**config.mk**
```make
export PLATFORM = sky130hd
export DESIGN_NAME = axi_rd_arbiter
export DESIGN_NICKNAME = d
export VERILOG_FILES = /design/src/rtl/axi_rd_arbiter.sv
export SDC_FILE = /design/constraint.sdc
export NUM_CORES = 1
export LEC_CHECK = 0
export ABC_AREA = 0
export BUFFER_PORTS_ARGS = -buffer_cell sky130_fd_sc_hd__buf_2
export CORE_MARGIN = 3
export CORE_UTILIZATION = 39
export CTS_CLUSTER_DIAMETER = 30
export DETAILED_ROUTE_END_ITERATION = 12
export GPL_TIMING_DRIVEN = 0
export PLACE_DENSITY_LB_ADDON = 0.08
export SLEW_MARGIN = 20
export SYNTH_ARGS = -nofsm -noshare
export SYNTH_HDL_FRONTEND = slang
export SYNTH_SLANG_ARGS = --single-unit
```
**constraint.sdc**
```tcl
create_clock -name CLK -period 1.5 [get_ports CLK]
set_input_delay 0.225 -clock CLK [delete_from_list [all_inputs] [get_ports CLK]]
set_output_delay 0.225 -clock CLK [all_outputs]
set_load 0.01 [all_outputs]
```
**src/rtl/axi_rd_arbiter.sv**
```systemverilog
// ----------------------------------------------------------------------------
// axi_rd_arbiter
//   Shares one AXI4 read master port (AR/R channels) between two requesters:
//   [0] = instruction-memory refill, [1] = data-memory load. One burst is in
//   flight at a time; the grant is round-robin and is held until the R beat
//   carrying RLAST has transferred. R beats are routed to the owner only.
//
// Ports
//   CLK, RST        core clock, asynchronous active-low reset
//   S_AR*           per-requester address channel (packed {req1, req0})
//   S_R*            read data broadcast, per-requester RVALID/RREADY
//   M_AXI_AR*       registered address channel towards the slave
//   M_AXI_R*        read data channel from the slave
//   GRANT           one-hot owner of the current burst, 00 when idle
// ----------------------------------------------------------------------------
module axi_rd_arbiter #(
   parameter int unsigned C_M_AXI_ADDR_WIDTH = 32,
   parameter int unsigned C_M_AXI_DATA_WIDTH = 32
) (
   input  logic                            CLK,
   input  logic                            RST,
   // requester address channels
   input  logic [2*C_M_AXI_ADDR_WIDTH-1:0] S_ARADDR,
   input  logic [15:0]                     S_ARLEN,
   input  logic [1:0]                      S_ARVALID,
   output logic [1:0]                      S_ARREADY,
   // requester read data channels
   output logic [C_M_AXI_DATA_WIDTH-1:0]   S_RDATA,
   output logic [1:0]                      S_RRESP,
   output logic                            S_RLAST,
   output logic [1:0]                      S_RVALID,
   input  logic [1:0]                      S_RREADY,
   // master address channel
   output logic [C_M_AXI_ADDR_WIDTH-1:0]   M_AXI_ARADDR,
   output logic [7:0]                      M_AXI_ARLEN,
   output logic                            M_AXI_ARVALID,
   input  logic                            M_AXI_ARREADY,
   // master read data channel
   input  logic [C_M_AXI_DATA_WIDTH-1:0]   M_AXI_RDATA,
   input  logic [1:0]                      M_AXI_RRESP,
   input  logic                            M_AXI_RLAST,
   input  logic                            M_AXI_RVALID,
   output logic                            M_AXI_RREADY,
   // current owner
   output logic [1:0]                      GRANT
);

   localparam int unsigned AW = C_M_AXI_ADDR_WIDTH;
   localparam int unsigned DW = C_M_AXI_DATA_WIDTH;

   typedef enum logic [1:0] {
      ST_IDLE = 2'd0,
      ST_ADDR = 2'd1,
      ST_DATA = 2'd2
   } state_t;

   state_t        state;
   logic          rr_ptr;     // requester preferred when both ask
   logic          win;        // winner index for this IDLE cycle
   logic          any_req;
   logic          in_idle;
   logic          in_data;
   logic          beat_xfer;
   logic [AW-1:0] win_addr;
   logic [7:0]    win_len;

   assign any_req = |S_ARVALID;
   assign in_idle = (state == ST_IDLE);
   assign in_data = (state == ST_DATA);

   // Winner: a lone requester wins outright, a tie goes to rr_ptr.
   always_comb begin
      win = rr_ptr;
      case (S_ARVALID)
         2'b01:   win = 1'b0;
         2'b10:   win = 1'b1;
         default: win = rr_ptr;
      endcase
   end

   assign win_addr = win ? S_ARADDR[2*AW-1:AW] : S_ARADDR[AW-1:0];
   assign win_len  = win ? S_ARLEN[15:8]        : S_ARLEN[7:0];

   // Address accept is combinational so the requester handshake closes in
   // the IDLE cycle itself; the registered ARVALID follows one cycle later.
   assign S_ARREADY = (in_idle && any_req) ? (win ? 2'b10 : 2'b01) : 2'b00;

   // R channel steering: only the owner sees RVALID, only its RREADY counts.
   assign M_AXI_RREADY = in_data & (|(S_RREADY & GRANT));
   assign S_RVALID     = in_data ? ({2{M_AXI_RVALID}} & GRANT) : 2'b00;
   assign S_RDATA      = in_data ? M_AXI_RDATA : DW'(0);
   assign S_RRESP      = in_data ? M_AXI_RRESP : 2'b00;
   assign S_RLAST      = in_data & M_AXI_RLAST;

   assign beat_xfer = M_AXI_RVALID & M_AXI_RREADY;

   // Burst sequencer: IDLE -> ADDR -> DATA -> IDLE, outputs registered.
   always_ff @(posedge CLK or negedge RST) begin
      if (!RST) begin
         state         <= ST_IDLE;
         rr_ptr        <= 1'b0;
         GRANT         <= 2'b00;
         M_AXI_ARVALID <= 1'b0;
         M_AXI_ARADDR  <= AW'(0);
         M_AXI_ARLEN   <= 8'd0;
      end else begin
         case (state)
            ST_IDLE: begin
               if (any_req) begin
                  M_AXI_ARADDR  <= win_addr;
                  M_AXI_ARLEN   <= win_len;
                  M_AXI_ARVALID <= 1'b1;
                  GRANT         <= win ? 2'b10 : 2'b01;
                  state         <= ST_ADDR;
               end
            end
            ST_ADDR: begin
               if (M_AXI_ARREADY) begin
                  M_AXI_ARVALID <= 1'b0;
                  M_AXI_ARADDR  <= AW'(0);
                  M_AXI_ARLEN   <= 8'd0;
                  state         <= ST_DATA;
               end
            end
            ST_DATA: begin
               // RLAST alone closes the burst; the other side is preferred next.
               if (beat_xfer && M_AXI_RLAST) begin
                  GRANT  <= 2'b00;
                  rr_ptr <= ~GRANT[1];
                  state  <= ST_IDLE;
               end
            end
            default: begin
               state <= ST_IDLE;
            end
         endcase
      end
   end

endmodule
```
After elaboration in Yosys (flattened, before gate mapping)
Cells that the tools add are included.
{"block": "classes", "n_shift": 0, "muxes": 23, "n_reduce_logical": 11, "n_bitwise": 6, "addsub": 0, "order_cmp": 0, "n_div": 0, "eq_ne": 7, "n_mul": 0}
{"op": "2-to-1 mux 32 bit", "n": 4}
{"op": "one-hot mux 32 bit (2 select lines)", "n": 1}
{"op": "2-to-1 mux 8 bit", "n": 3}
{"op": "2-to-1 mux 2 bit", "n": 8}
{"op": "one-hot mux 8 bit (2 select lines)", "n": 1}
{"op": "AND reduction 3 bit", "n": 3}
{"op": "one-hot mux 2 bit (3 select lines)", "n": 1}
{"op": "AND 2 bit", "n": 2}
{"op": "== test 2 x 1 -> 1 bit, second input constant", "n": 2}
{"op": "== test 2 bit, second input constant", "n": 2}
{"op": "!= test 2 bit, second input constant", "n": 2}
{"op": "one-hot mux 1 bit (2 select lines)", "n": 2}
{"op": "one-hot mux 2 bit (2 select lines)", "n": 1}
{"op": "nonzero test 2 bit", "n": 2}
{"op": "OR reduction 2 bit", "n": 2}
{"op": "AND 1 bit", "n": 3}
{"op": "logical AND 1 bit", "n": 2}
{"op": "logical NOT 2 bit", "n": 1}
{"op": "2-to-1 mux 1 bit", "n": 2}
{"op": "!= test 2 x 1 -> 1 bit, second input constant", "n": 1}
{"op": "AND reduction 2 bit", "n": 1}
{"op": "inverter 1 bit", "n": 1}
{"block": "word_totals", "latch_bits": 0, "elab_cells": 53, "input_bits": 123, "out_inout_bits": 83, "ram_bits": 0, "romBits": 0, "memories": 0, "regBits": 46}

Longest topological paths before layout
{"block": "depth", "ltp_word": 7, "mapped_depth": 6, "mapped_depth_nobuf": 5}

Least setup slack after synthesis
No wires, ideal clock.
{"block": "synth_path", "path_type": "in2reg", "startpoint": "in S_ARVALID[0]", "endpoint": "reg GRANT[1]", "n_path_buf": 1, "setup_slack_ps": -61, "setup_time_ps": 120, "cell_stages": 6, "arrival_time_ps": 1441, "required_ps": 1380, "cell_sequence": "inv_1 ha_1 mux2i_4 buf_8 nor2_1 a31o_2"}
{"block": "synth_via", "elab_chain_len": 5, "word_cells_on_any_way": 9, "classes_between": "eq/ne (3); mux (4); reduce/logical (2)"}
{"item": "start: declaration", "line_no": "25", "text": "input logic [1:0] S_ARVALID,"}
{"item": "== test 2 bit / == test 2 x 1 -> 1 bit (equally long branches)", "line_no": "74", "text": "case (S_ARVALID)"}
{"item": "one-hot mux 1 bit (2 select lines)", "line_no": "74"}
{"item": "2-to-1 mux 2 bit", "line_no": "113", "text": "GRANT <= win ? 2'b10 : 2'b01;"}
{"item": "2-to-1 mux 2 bit", "line_no": "109", "text": "if (any_req) begin"}
{"item": "one-hot mux 2 bit (2 select lines)", "line_no": "107", "text": "case (state)"}
{"item": "end signal: assignment", "line_no": "113"}
{"item": "end: declaration", "line_no": "45", "text": "output logic [1:0] GRANT"}
Several ways; a longest one is shown, not always the timed one. The select of a mux whose other input is x is not followed.
A chain may end at the register's enable or synchronous reset.

Worst setup path after layout
{"block": "layout_path", "startpoint": "reg state[0]", "endpoint": "out S_ARREADY[0]"}
{"block": "layout_via", "elab_chain_len": 3}
{"item": "start: declaration", "line_no": "57", "text": "state_t state;"}
{"item": "start signal: assignment", "line_no": "100", "text": "state <= ST_IDLE;"}
{"item": "start signal: assignment", "line_no": "114", "text": "state <= ST_ADDR;"}
{"item": "start signal: assignment", "line_no": "122", "text": "state <= ST_DATA;"}
{"item": "logical NOT 2 bit", "line_no": "68", "text": "assign in_idle = (state == ST_IDLE);"}
{"item": "logical AND 1 bit", "line_no": "86", "text": "assign S_ARREADY = (in_idle && any_req) ? (win ? 2'b10 : 2'b01) : 2'b00;"}
{"item": "2-to-1 mux 2 bit", "line_no": "86"}
{"item": "end: declaration", "line_no": "26", "text": "output logic [1:0] S_ARREADY,"}
No other way between the ends.

==> load_flow_metrics.sql <==
INSERT INTO impl_metrics (metric_group, metric, value, unit) VALUES
('status', 'status', 'finished, violations left', ''),
('status', 'violations', 'setup timing', ''),
('floorplan', 'placement_rows', '28', ''),
('synthesis', 'synth.yosys.seq_area_share', '46.6', '%'),
('timing', 'timing.hold.ws', '0.196', 'ns'),
('power', 'comb_power_share', '55.1', '%'),
('critical_path', 'cpMaxStageDelayCell', 'or3_4', ''),
('detailed_routing', 'detailedRoute.firstIterationViolations', '65', ''),
('synthesis', 'yosys.area.top_type', 'dfrtp_1', ''),
('timing', 'setup_total_negative_slack', '-6.41', 'ns'),
('synthesis', 'synth_commonest_cells', '46 x dfrtp_1, 41 x mux2i_1, 40 x o2bb2ai_1, 36 x and2_1, 9 x buf_2', ''),
('cells_and_area', 'syn_to_final_growth', '61.6', '%'),
('power', 'p_clk_share', '13.5', '%'),
('synthesis', 'mapped_cell_area', '2470', 'µm²'),
('synthesis', 'ys.warnings.count', '0', ''),
('power', 'swShare', '37.4', '%'),
('flow_run', 'timing.max_cap.violations', '0', ''),
('critical_path', 'cp_data_arrival_time', '1.44', 'ns'),
('place', 'place.detailed.hpwl', '5760', 'µm'),
('cells_and_area', 'final_layout_size_suffix_gt1_share', '60.2', '%'),
('synthesis', 'number_of_distinct_library_cells_after_synthesis', '27', ''),
('power', 'internal_power', '4.29', 'mW'),
('synthesis', 'syn_avg_cell_area', '11.7', 'µm²'),
('timing', 'rsz0062_at_grt', 'yes', ''),
('synthesis', 'postSynthRegisterBits', '46', ''),
('critical_path', 'crit_buf_inv', '1', ''),
('timing', 'max_slew_margin', '62.8', '%'),
('clock_tree', 'cts_root_buffer', 'clkbuf_8', ''),
('synthesis', 'async_reset_ff_share', '100', '%'),
('critical_path', 'gate_family_responsible_for_the_most_delay_along_the_worst_path', 'simple AND/OR/NAND/NOR gates', ''),
('synthesis', 'top_flip_flop_cell_by_instance_count_after_synthesis', 'dfrtp_1', ''),
('timing', 'finalWorstSetupSlack', '-0.160', 'ns'),
('global_routing', 'globalRoute.totalOverflow', '0', ''),
('critical_path', 'cp_slowest_stage_delay', '0.45', 'ns'),
('place', 'dpl_worst_slack', '-0.259', 'ns'),
('synthesis', 'synth.top_cells.by_area', 'dfrtp_1 47%, mux2i_1 17%, o2bb2ai_1 14%', ''),
('power', 'pwr-share-seq', '31.4', '%'),
('detailed_routing', 'drc', '0', ''),
('detailed_routing', 'avgRoutedWirePerCell', '14.6', 'µm'),
('detailed_routing', 'detailedRoute.firstPassIterationCount', '4', ''),
('floorplan', 'die_x', '85.6', 'µm'),
('timing', 'min_period', '1.66', 'ns'),
('min_path', 'min_path_type', 'in2reg', ''),
('critical_path', 'timing.critical_path.fanout_max', '5', ''),
('clock_tree', 'cts_max_path_buffers', '2', ''),
('synthesis', 'synth_nets', '336', ''),
('synthesis', 'synthMostInstantiatedCell', 'dfrtp_1', ''),
('global_routing', 'track_usage', '19.4', '%'),
('place', 'place.gp.congestion', '0.777', ''),
('power', 'power.density', '1710', 'nW/µm²'),
('cells_and_area', 'num_antenna_cells', '0', ''),
('synthesis', 'synthCells', '211', ''),
('floorplan', 'die_area', '7330', 'µm²'),
('floorplan', 'initial_utilization', '41.0', '%'),
('timing', 'worst_clock_skew', '0.00913', 'ns'),
('power', 'total_power', '6.85', 'mW'),
('cells_and_area', 'layout.cells.non_filler', '507', ''),
('clock_tree', 'cts-buffers-inserted', '5', ''),
('global_routing', 'pin_count_of_the_biggest_net_entering_global_routing', '47', ''),
('floorplan', 'floorplan.die.height', '85.6', 'µm'),
('detailed_routing', 'avgViaCountPerCell', '4.76', ''),
('clock_tree', 'clock-sinks', '46', ''),
('critical_path', 'worst_ep_required_time', '1.27', 'ns'),
('clock_tree', 'cts_htree_levels', '2', ''),
('timing', 'worst_max_slew_pin_slew', '0.559', 'ns'),
('cells_and_area', 'final_area', '4000', 'µm²'),
('clock_tree', 'clk-insertion-delay-late', '0.29', 'ns'),
('timing', 'finalSetupViolCount', '82', ''),
('place', 'placed_cells', '491', ''),
('detailed_routing', 'ant_nets', '0', ''),
('synthesis', 'synth.top_cell.area_share', '46.6', '%');
## flip-flops by register name, summed over array words and instances, names as in the netlist
signal	count
M_AXI_ARADDR	32
M_AXI_ARLEN	8
GRANT	2
state	2
M_AXI_ARVALID	1
rr_ptr	1
## area by class of cell
type,instances,area [µm²]
clock buffer,6,82.6
clock inverter,1,30.0
sequential,46,1150
multi-input combinational,144,1260
timing repair buffer,215,1190
fill,511,2030
buffer,16,165
inverter,4,15.0
tap,75,93.8
## what timing repair did
action	CTS	global route
gates cloned	0	0
hold buffers	0	1
pin swaps	3	7
buffers inserted	8	1
gates resized for setup	17	40
hold endpoints to repair	0	46
endpoints found under the setup margin	77	82
## tightest hold or removal path, cell delays in order
cell and delay [ns]:
buf_2 0.09, nand3b_1 0.07, nand2_1 0.06
## routing by layer
layer / vias to the layer above / GRT usage (%) / routed length [µm]
met2: 102 / 34.1 / 3900
met3: 4 / 4.32 / 618
met1: 1104 / 24.7 / 2840
met4: 0 / 3.45 / 27
met5: - / 0 / 0
li1: 1201 / - / -
## final timing paths
| check | start | to | slack (ns) | cells past startpoint |
|---|---|---|---|---|
| max in group asynchronous | RST | state[1] | 0.62 | 2 |
| worst max-delay path | state[0] | S_ARREADY[0] | -0.16 | 3 |
| worst min register to register | M_AXI_ARADDR[11] | M_AXI_ARADDR[11] | 0.49 | 1 |
| min in group asynchronous | RST | M_AXI_ARADDR[30] | 0.46 | 2 |
| worst max register to register | state[0] | GRANT[0] | -0.08 | 5 |
| worst min-delay path | M_AXI_ARREADY | state[1] | 0.20 | 3 |
## placed cells by master (no fill, tap or decap), types with 2 or more instances in the layout
master	n
and2_1	27
and2_4	9
and3_1	2
buf_2	194
buf_4	13
buf_6	16
buf_8	6
clkbuf_8	6
dfrtp_1	44
dfrtp_2	2
inv_1	4
mux2i_1	41
nand2_1	2
nor2_1	3
nor2_4	2
nor2b_4	2
o21ai_0	2
o2bb2ai_1	40
or3_4	2
## power by group through the flow
stage | clock, mW | combinational, mW | sequential, mW
after floorplan | 0 | 1.79 | 2.38
after global placement | 0 | 3.26 | 2.14
after detailed placement | 0 | 3.32 | 2.14
after CTS | 0.950 | 3.58 | 2.13
after global routing | 1.00 | 4.11 | 2.24
final | 0.922 | 3.78 | 2.15
## logic make-up after synthesis
kind of cell,after synthesis,synth area share (%)
multiplexers,42,17.5
buffers and inverters,21,5.82
AND/OR/NAND/NOR,53,13.0
adder cells (fa/ha/maj),2,1.01
AO/OA/AOI/OAI,47,16.1
flip-flops,46,46.6
Note: power is estimated with default switching activity, not from simulation.
